## src/rtl/pipe_credit_buffer_pkg.sv

```systemverilog
// Shared defaults and width helpers for the credit-managed landing buffer.
// Every file that sizes pointers or counters from DEPTH imports this package.
package pipe_credit_buffer_pkg;

    localparam int DEFAULT_NUM_BITS = 16;

    // Pointer width for a DEPTH-entry ring; at least one bit.
    function automatic int ptr_width(input int depth);
        return (depth > 1) ? $clog2(depth) : 1;
    endfunction

    // Occupancy/credit width: must also be able to hold the value DEPTH itself.
    function automatic int cnt_width(input int depth);
        return ptr_width(depth) + 1;
    endfunction

endpackage

```

## src/rtl/pipe_credit_buffer.sv

```systemverilog
// Landing buffer at the tail of a non-stallable delay line. Upstream may only
// launch a word while it holds a credit; a credit returns on every pop.
module pipe_credit_buffer
    import pipe_credit_buffer_pkg::*;
#(
    parameter int NUM_BITS = DEFAULT_NUM_BITS,
    parameter int DEPTH    = 4
) (
    input  logic                         clk,
    input  logic                         rstn,
    input  logic                         issue,
    output logic                         issue_ok,
    input  logic                         in_valid,
    input  logic [NUM_BITS-1:0]          in_data,
    output logic                         out_valid,
    output logic [NUM_BITS-1:0]          out_data,
    input  logic                         out_ready,
    output logic [cnt_width(DEPTH)-1:0]  count,
    output logic                         overflow,
    output logic                         credit_err
);

    localparam int PW = ptr_width(DEPTH);
    localparam int CW = cnt_width(DEPTH);
    localparam logic [CW-1:0] DEPTH_C = CW'(DEPTH);

    logic [NUM_BITS-1:0] mem [DEPTH];

    logic [PW-1:0] wr_ptr_q, wr_ptr_d;
    logic [PW-1:0] rd_ptr_q, rd_ptr_d;
    logic [CW-1:0] count_q, count_d;
    logic [CW-1:0] credits_q, credits_d;
    logic          overflow_q, overflow_d;
    logic          credit_err_q, credit_err_d;

    logic push;
    logic pop;
    logic take;

    always_comb begin
        out_valid = (count_q != '0);
        issue_ok  = (credits_q != '0);
        pop       = out_valid & out_ready;
        // A full buffer can still accept when the head leaves in the same cycle.
        push      = in_valid & ((count_q < DEPTH_C) | pop);
        take      = issue & issue_ok;

        wr_ptr_d     = push ? wr_ptr_q + PW'(1) : wr_ptr_q;
        rd_ptr_d     = pop  ? rd_ptr_q + PW'(1) : rd_ptr_q;

        count_d = count_q;
        case ({push, pop})
            2'b10:   count_d = count_q + CW'(1);
            2'b01:   count_d = count_q - CW'(1);
            default: count_d = count_q;
        endcase

        // Saturate at DEPTH so words forced in without a credit cannot mint extras.
        credits_d = credits_q;
        if (take && !pop) begin
            credits_d = credits_q - CW'(1);
        end else if (pop && !take && (credits_q != DEPTH_C)) begin
            credits_d = credits_q + CW'(1);
        end

        overflow_d   = overflow_q   | (in_valid & ~push);
        credit_err_d = credit_err_q | (issue & ~issue_ok);
    end

    always_ff @(posedge clk or negedge rstn) begin
        if (!rstn) begin
            wr_ptr_q     <= '0;
            rd_ptr_q     <= '0;
            count_q      <= '0;
            credits_q    <= DEPTH_C;
            overflow_q   <= 1'b0;
            credit_err_q <= 1'b0;
        end else begin
            wr_ptr_q     <= wr_ptr_d;
            rd_ptr_q     <= rd_ptr_d;
            count_q      <= count_d;
            credits_q    <= credits_d;
            overflow_q   <= overflow_d;
            credit_err_q <= credit_err_d;
        end
    end

    // Storage carries no reset so it maps onto distributed RAM.
    always_ff @(posedge clk) begin
        if (push) begin
            mem[wr_ptr_q] <= in_data;
        end
    end

    assign out_data   = mem[rd_ptr_q];
    assign count      = count_q;
    assign overflow   = overflow_q;
    assign credit_err = credit_err_q;

endmodule

```

## config.mk

```make
export PLATFORM = sky130hd
export DESIGN_NAME = pipe_credit_buffer
export DESIGN_NICKNAME = d
export VERILOG_FILES = /design/src/rtl/pipe_credit_buffer_pkg.sv /design/src/rtl/pipe_credit_buffer.sv
export SDC_FILE = /design/constraint.sdc
export NUM_CORES = 1
export LEC_CHECK = 0
export CORE_ASPECT_RATIO = 1.2
export CORE_MARGIN = 5
export CORE_UTILIZATION = 30
export CTS_BUF_LIST = sky130_fd_sc_hd__clkbuf_4
export DETAILED_ROUTE_END_ITERATION = 6
export GPL_TIMING_DRIVEN = 0
export PLACE_DENSITY_LB_ADDON = 0.1
export SLEW_MARGIN = 20
export SYNTH_ARGS = -nofsm -noshare
export SYNTH_HDL_FRONTEND = slang
export SYNTH_SLANG_ARGS = --single-unit
```

## constraint.sdc

```tcl
create_clock -name clk -period 3.35 [get_ports clk]
set_input_delay 0.8375 -clock clk [delete_from_list [all_inputs] [get_ports clk]]
set_output_delay 0.8375 -clock clk [all_outputs]
set_load 0.02 [all_outputs]
```

==> Word level (Yosys, flattened, before mapping) <==
Memories as Yosys holds them, arrays and structs flattened.
Index checks and enable logic that the tools add are counted.
{ "op_classes": {"add_sub_neg": 6, "multipliers": 0, "div": 0, "order_cmp": 1, "n_eq_ne": 3, "shifts": 0, "mux": 5, "bitwise_logic": 10, "n_reduce_logical": 9} }
{ "ops": {"columns": ["op", "count"], "rows": [
  ["adder 3 x 1 -> 3 bit, second input constant", 2],
  ["two-way mux 3 bit", 2],
  ["case mux 3 bit (2 select lines)", 1],
  ["nonzero test 3 bit", 2],
  ["subtractor 3 x 1 -> 3 bit, second input constant", 2],
  ["bitwise AND 1 bit", 5],
  ["adder 2 x 1 -> 2 bit, second input constant", 2],
  ["nonzero test 2 bit", 2],
  ["logical AND 1 bit", 3],
  ["< comparator 3 bit, second input constant", 1],
  ["!= test 3 bit, second input constant", 1],
  ["OR 1 bit", 3],
  ["equality test 2 x 1 -> 1 bit, second input constant", 1],
  ["equality test 2 bit, second input constant", 1],
  ["logical NOT 1 bit", 2],
  ["two-way mux 1 bit", 2],
  ["NOT 1 bit", 2]
]} }
{ "word_totals": {"reg_bits": 12, "latch_bits": 0, "ram_bits": 64, "mem_bits_ro": 0, "inputBits": 21, "out_inout_bits": 23, "word_cells": 41, "n_memories": 1} }
{ "mem_list": {"columns": ["name", "depth", "width", "rd", "rd_ports_with_merged_regs", "wr", "line_no", "rtl"], "rows": [
  ["mem", 4, 16, 1, 0, 1, "pipe_credit_buffer.sv:27", "logic [NUM_BITS-1:0] mem [DEPTH];"]
]} }

==> Depth between registers and ports, before layout <==
Gate-level depths: netlist of the first run.
{ "logic_depth": {"depth_word": 7, "depth_mapped": 9} }

==> Worst setup path before layout of the first run <==
OpenSTA, ideal clock, no wires.
{ "synth_path": {"path_type": "input-to-reg", "startpoint": "input out_ready", "endpoint": "register credits_q[2]", "setup_time_ns": 0.085, "t_arrival_ns": 2.255, "required_time_ns": 3.265, "slack_ns": 1.010, "path_stages": 8, "n_path_buf": 1, "cell_sequence": "o31a_1 -> buf_6 -> nand3b_1 -> xnor2_1 -> ha_1 -> or3b_2 -> a21oi_1 -> o22ai_1"} }
{ "synth_between": {"elab_chain_cells": 4, "elab_cells_between_ends": 7, "classes_between": "mux (1); bitwise (1); reduce/logical (5)"} }
{ "synth_lines": {"columns": ["element", "line_no", "rtl"], "rows": [
  ["from (decl)", "pipe_credit_buffer.sv:17", "input logic out_ready,"],
  ["bitwise AND 1 bit (*)", "pipe_credit_buffer.sv:43", "pop = out_valid & out_ready;"],
  ["named net pop", "pipe_credit_buffer.sv:37", "logic pop;"],
  ["logical NOT 1 bit or logical AND 1 bit (tied branches)", "pipe_credit_buffer.sv:60, pipe_credit_buffer.sv:62", null],
  ["logical AND 1 bit, on equally long branches", "pipe_credit_buffer.sv:60, pipe_credit_buffer.sv:62", null],
  ["two-way mux 3 bit or nonzero test 2 bit (tied branches)", null, null],
  ["to (signal assigned)", "pipe_credit_buffer.sv:82", "credits_q <= credits_d;"],
  ["to (decl)", "pipe_credit_buffer.sv:32", "logic [CW-1:0] credits_q, credits_d;"]
]} }
The timed path passes the listed nets; every way through them passes the cells marked *.
A chain may end at the register's enable or synchronous reset.

==> Final worst setup path of the first run <==
{ "layout_path": {"startpoint": "register rd_ptr_q[0]", "endpoint": "output out_data[10]"} }
{ "layout_between": {"elab_chain_cells": 1} }
{ "layout_lines": {"columns": ["element", "line_no", "rtl"], "rows": [
  ["from (decl)", "pipe_credit_buffer.sv:30", "logic [PW-1:0] rd_ptr_q, rd_ptr_d;"],
  ["from (signal assigned)", "pipe_credit_buffer.sv:80", "rd_ptr_q <= rd_ptr_d;"],
  ["memory read (4 x 16 bit)", null, null],
  ["to (decl)", "pipe_credit_buffer.sv:16", "output logic [NUM_BITS-1:0] out_data,"]
]} }
Every way passes these cells.

==> impl_results.md, run 1 <==
* Vias/cell at 4.61
* Hold Path Depth at 1
* Post-DP Area at 0.00366 sq mm
* DRT met1 WL at 2.25 mm
* Clock sinks at 76
* CP Launch Type: register
* Skew-Pair Late Insertion Delay at 0.41 ns
* Rows at 40
* Met2 wire len at roughly 3.2 mm
* CP max-delay cell: clkdlybuf4s50_1
* Top Metal Used: met4
* #FFs+latches synth at 76
* Leak Pwr at approximately 1.4 nW
* Dominant cells by area after synthesis: edfxtp_1 (62%), mux4_2 (12%), dfrtp_1 (8.9%), ha_1 (2.4%), inv_1 (1.5%)
* Status: finished, final reports clean
* Die Wd at 103 microns
* Syn Std Cell Area at 0.00308 sq mm
* Worst Hold End: credit_err
* Post-route ant nets at 0
* Crit path buffers/inverters at 3
* DRC Markers at 0
* CP required at 2.51 ns
* Critical path type: reg -> out
* Post-synthesis instance total at 160
* Crit path time final at 3.16 ns
* Root Buffer: clkbuf_4
* Share of the synthesized area in the top cell type at 62.4%
* Initial core utilization at 30.8%
* Top delay family on crit path: buffers and inverters
* Primary FF master, synth: edfxtp_1
* Via count at 1,578
* GRT Util Overall at 10.2%
* Post-synthesis sequential area ratio at about 72%
* H-tree level count at 3
* Diode count at 0
* Max rail drop VDD at 0.000411 V
* Final WL at 5.80 mm
* Dpl ws at 0.332 ns
* Final worst-path cycle share at approximately 94%
* Port Buffers at 42
* Die ar. at 0.0124 sq mm
* Slowest cell delay on critical path at 0.56 ns
* Worst r2r path cells at 8
* CTS Hold Bufs at 0
* Initial antenna violation count at 0
* Post-CTS setup buffer count at 0
* Synthesized area per cell at 19.3 sq um
* HP Class: reg -> reg
* Reg2reg end: credits_q[2]
* CTS tree: done
* Most instantiated cells after synthesis: edfxtp_1 (64), mux4_2 (16), inv_1 (12)
* First-pass GRT wire length at between 9 and 10 mm
* Layout cell share with drive strength beyond 1 at 18.5%
* PnR worst setup slack at around 0.19 ns
* Biggest area consumer among synthesized cells: edfxtp_1
* Placed cell count at 328
* Layout Area Growth over Synthesis at 25.4%
* Worst slew pin tran at 0.911 ns
* Worst-path clk slew at about 0.11 ns
* Synth warnings at 0
* DP Wirelength at 3.91 mm
* Final setup fails at 0
* Die H at ~120 microns
* CORE AREA at about 0.01 sq mm
* Largest net degree at the start of global routing at 17
* Syn nets at roughly 190
* Count leader, synth: edfxtp_1
* Initial drt markers at 67
* Pwr/cell area at a little under 900 mW/mm^2
* Grt total ovfl at 0
* Nets at 240
* CTS max path bufs at 2
* Post-Route Setup TNS at 0 ns
* Ports at 44
* Final Wtd Congestion at 0.781
* Async SR Flop Fraction at 15.8%
* RSZ-0062 raised after global routing: false
* Post-Layout Cell Count at roughly 340
* Metal3 WL at a little under 300 microns
* Most frequent CP cell: buf_4
* R2r setup slk at around 1.1 ns
* Worst R2R Start: count[0]
* Critical Path AT at 2.32 ns
* Routed len/inst at 17.0 microns
* Drt first pass iters at 4
* Final Instance Area at 0.00386 sq mm
* Relative slew slack at 39.2%
* Max-slew violations at 0
* Setup Skew at 0.0104 ns
* TritonCTS buffer count at 9
* CP cell instances: buf_4 -> buf_4 -> mux4_2 -> clkdlybuf4s50_1
* Peak Freq at 317 MHz
* Endpoint type of the worst setup path: output pin
* Max-cap violations at 0
* Post-layout util at 38.6%
* Hold Vio Cnt, Final at 0
* Via count of the first global-routing pass at 1,812
* Worst-path maximum fanout at 10
* Synth cell types at 37
* Hold Startpoint: credit_err
* Number of flops mapped to enable cells by yosys at 64
==> logic make-up (layout without fill, tap and decap cells) <==
kind of cell / Yosys count / in the layout / share of synthesized area [%]
AOI/OAI and AO/OA: 10 / 10 / 2.44
xor gates and xnor gates: 8 / 8 / 2.27
adders and majority gates: 7 / 7 / 3.09
buffers and inverters: 18 / 74 / 2.68
DFF: 76 / 76 / 72.2
muxes: 20 / 20 / 13.0
and+or+nand+nor: 21 / 21 / 4.31
==> layout by cell type, fill, tap and decap left out, types with 2 or more instances in the layout <==
cell,synthesis,layout
clkbuf_4,0,9
mux2i_1,3,3
nand3_1,2,2
buf_2,3,2
inv_1,12,12
o21bai_1,2,2
dfrtp_1,11,11
and3_1,4,4
nor2_1,3,3
ha_1,6,6
clkdlybuf4s50_1,0,42
buf_4,1,2
xnor2_1,5,5
edfxtp_1,64,64
and3b_1,2,2
xor2_1,3,3
or3b_2,2,2
clkinv_4,0,2
mux4_2,16,16
bufinv_16,0,4
==> sequential cells by signal, summed over array words and instances (netlist names) <==
signal      count
credits_q       3
credit_err      1
count           3
wr_ptr_q        2
mem            64
rd_ptr_q        2
overflow        1
==> power by group <==
group	internal [mW]	switching, mW	total [mW]
clock network	0.452	0.306	0.758
logic	0.651	0.655	1.31
registers	1.24	0.113	1.35
==> metrics by stage <==
step	hold WS, ns	total power [mW]
6_report	0.501	3.41
5_1_grt	0.521	3.61
4_1_cts	0.510	3.49
3_5_place_dp	0.474	2.71
3_3_place_gp	0.462	2.65
2_1_floorplan	0.481	2.17
==> area by class of cell <==
type                    instances  area [sq um]
multi-input cells              66           774
repair buffers                 42           420
clock buffers                   9          67.6
fillers                       940          6150
inverters                      12          45.0
well taps                     126           158
plain buffers                   5          36.3
flip-flops and latches         76          2220
clock inverters                 6           138
==> worst max path at each step <==
stage                            from      endpoint  slack (ns)  cells past startpoint
final                     rd_ptr_q[0]  out_data[10]        0.19                      4
after CTS                 rd_ptr_q[0]  out_data[10]        0.06                      4
after detailed placement    out_ready      count[2]        0.33                     10
after global placement    rd_ptr_q[0]  out_data[10]        0.45                      4
after floorplan             out_ready  credits_q[2]        1.01                      8
after global routing      rd_ptr_q[0]  out_data[10]        0.03                      4
==> what timing repair did <==
action,in CTS,in global routing
setup endpoints to repair,9,0
endpoints found under the hold margin,0,0
gates resized for setup,1,0
==> per-layer routing <==
layer | GRT usage [%] | vias up
met2 | 17.6 | 37
met4 | 4.27 | 0
met5 | 0 | -
met3 | 3.45 | 6
met1 | 11.1 | 804
li1 | - | 731
No activity file was read; power rests on OpenSTA's default activity.
==> run 2, diff against run 1 <==
--- a/config.mk
+++ b/config.mk
@@ -5,12 +5,14 @@
 export SDC_FILE = /design/constraint.sdc
 export NUM_CORES = 1
 export LEC_CHECK = 0
+export CAP_MARGIN = 15
 export CORE_ASPECT_RATIO = 1.2
 export CORE_MARGIN = 5
 export CORE_UTILIZATION = 30
 export CTS_BUF_LIST = sky130_fd_sc_hd__clkbuf_4
 export DETAILED_ROUTE_END_ITERATION = 6
 export GPL_TIMING_DRIVEN = 0
+export MAX_ROUTING_LAYER = met4
 export PLACE_DENSITY_LB_ADDON = 0.1
 export SLEW_MARGIN = 20
 export SYNTH_ARGS = -nofsm -noshare
==> impl_results.md, run 2 (same netlist as run 1, synthesis figures left out) <==
* Post-Layout Cell Count at 342 (unchanged)
* H-tree level count at 3 (unchanged)
* Die Wd at 103 microns (unchanged)
* CP max-delay cell: clkdlybuf4s50_1 (unchanged)
* Worst-path maximum fanout at 10 (unchanged)
* Max rail drop VDD at 0.000410 V (was 0.000411 V)
* Endpoint type of the worst setup path: output pin (unchanged)
* DP Wirelength at 3.91 mm (unchanged)
* Via count of the first global-routing pass at 1,809 (was 1,812)
* Register with the most flip-flops: mem (unchanged)
* Commonest non-fill, non-tap cell in the layout: edfxtp_1 (unchanged)
* Most frequent cells in the layout: edfxtp_1 (64), clkdlybuf4s50_1 (42), mux4_2 (16) (unchanged)
* First-pass GRT wire length at 9.32 mm (about the same)
* Sequential Area at 0.00222 sq mm (unchanged)
* Drt first pass iters at 4 (unchanged)
* CTS max path bufs at 2 (unchanged)
* Critical path type: reg -> out (unchanged)
* Via count at 1,585 (was 1,578)
* TritonCTS buffer count at 9 (unchanged)
* Worst-path clk slew at 0.11 ns (about the same)
* GRT Util Overall at 10.5% (was 10.2%)
* Root Buffer: clkbuf_4 (unchanged)
* DRC Markers at 0 (unchanged)
* Rows at 40 (unchanged)
* Worst hold slack at 0.501 ns (about the same)
* Vias/cell at 4.63 (was 4.61)
* Pwr/cell area at 884 mW/mm^2 (about the same)
* Post-layout util at 38.6% (unchanged)
* Layout cell share with drive strength beyond 1 at 18.5% (unchanged)
* Placed cell count at 328 (unchanged)
* Post-DP Area at 0.00366 sq mm (unchanged)
* Setup Skew at 0.00711 ns (was 0.0104 ns)
* Ports at 44 (unchanged)
* Initial drt markers at 76 (was 67)
* Max reg flops at 64 (unchanged)
* Post-route ant nets at 0 (unchanged)
* Port Buffers at 42 (unchanged)
* Area of the multi-input gates at 774 sq um (unchanged)
* Diode count at 0 (unchanged)
* Leak Pwr at 1.35 nW (unchanged)
* Crit path buffers/inverters at 3 (unchanged)
* R2r setup slk at 1.07 ns (was 1.06 ns)
* Max-slew violations at 0 (unchanged)
* Clock sinks at 76 (unchanged)
* HP Class: reg -> reg (unchanged)
* Die H at 121 microns (unchanged)
* Initial antenna violation count at 0 (unchanged)
* CP cell instances: buf_4 -> buf_4 -> mux4_2 -> clkdlybuf4s50_1 (unchanged)
* Nets at 240 (unchanged)
* Top delay family on crit path: buffers and inverters (unchanged)
* Largest net degree at the start of global routing at 17 (unchanged)
* Final WL at 5.82 mm (was 5.80 mm)
* Final Instance Area at 0.00386 sq mm (unchanged)
* Max-cap violations at 0 (unchanged)
* Final Wtd Congestion at 0.792 (was 0.781)
* Routed len/inst at 17.0 microns (about the same)
* CORE AREA at 0.0100 sq mm (unchanged)
* Crit path time final at 3.16 ns (about the same)
* Final setup fails at 0 (unchanged)
* Die ar. at 0.0124 sq mm (unchanged)
* Worst slew pin tran at 0.932 ns (was 0.911 ns)
* Hold Vio Cnt, Final at 0 (unchanged)
* Post-CTS setup buffer count at 0 (unchanged)
* FILL cells at 940 (unchanged)
* Relative slew slack at 37.9% (was 39.2%)
* Final worst-path cycle share at 94.5% (was 94.3%)
* Grt total ovfl at 0 (unchanged)
* Peak Freq at 316 MHz (was 317 MHz)
* RSZ-0062 raised after global routing: false (unchanged)
* Layout Area Growth over Synthesis at 25.4% (unchanged)
* Skew-Pair Late Insertion Delay at 0.41 ns (about the same)
* Most frequent CP cell: buf_4 (unchanged)
* Post-Route Setup TNS at 0 ns (unchanged)
* CP required at 2.51 ns (about the same)
* Slowest cell delay on critical path at 0.56 ns (about the same)
* Initial core utilization at 30.8% (unchanged)
* Status: finished, final reports clean (unchanged)
* Critical Path AT at 2.33 ns (was 2.32 ns)
* CP Launch Type: register (unchanged)
* CTS tree: done (unchanged)
==> run 2: metrics by stage <==
step	total power, mW	setup WS, ns
floorplan	2.17	1.01
global placement	2.65	0.455
detailed placement	2.71	0.332
CTS	3.49	0.0602
global route	3.61	0.0293
finish	3.41	0.186
==> run 2: path summary, 6_finish.rpt <==
kind                       cells after the start        start           end
max reg2reg                                    8     count[0]  credits_q[2]
min reg2reg                                    1   credit_err    credit_err
min in group asynchronous                      1         rstn      count[0]
max                                            4  rd_ptr_q[0]  out_data[10]
min                                            1   credit_err    credit_err
max in group asynchronous                      1         rstn  credits_q[2]
==> run 2: worst register-to-register path: stages (launching register included) <==
cell      delay [ns]
dfrtp_1         0.46
o31a_1          0.35
buf_6           0.16
nand3b_1        0.17
xnor2_1         0.13
ha_1            0.23
or3b_2          0.45
a21oi_1         0.17
o22ai_1         0.10
==> run 2: metal layers <==
metal | vias up | track usage (%) | wire [microns]
met4 | 0 | 4.27 | 93
li1 | 733 | - | -
met3 | 7 | 3.34 | 220
met5 | - | - | 0
met1 | 813 | 11.3 | 2300
met2 | 32 | 17.6 | 3200
==> run 2: timing repair <==
| action | 4_1_cts | 5_1_grt |
|---|---|---|
| setup endpoints to repair | 9 | 0 |
| gates resized for setup | 1 | 0 |
| hold buffers | 0 | 0 |
==> run 2: final cells by class <==
type / count / share of cell area (%)
flip-flops and latches: 76 / 57.6
multi-input cells: 66 / 20.1
repair buffers: 42 / 10.9
well taps: 126 / 4.08
clock inverters: 6 / 3.56
clock buffers: 9 / 1.75
inverters: 12 / 1.17
plain buffers: 5 / 0.939
==> run 2: power by group <==
part           switching, mW  internal [mW]  leakage (nW)  total [mW]
Sequential             0.113           1.24         0.719        1.35
Clock                  0.306          0.452         0.106       0.758
Combinational          0.656          0.651         0.528        1.31
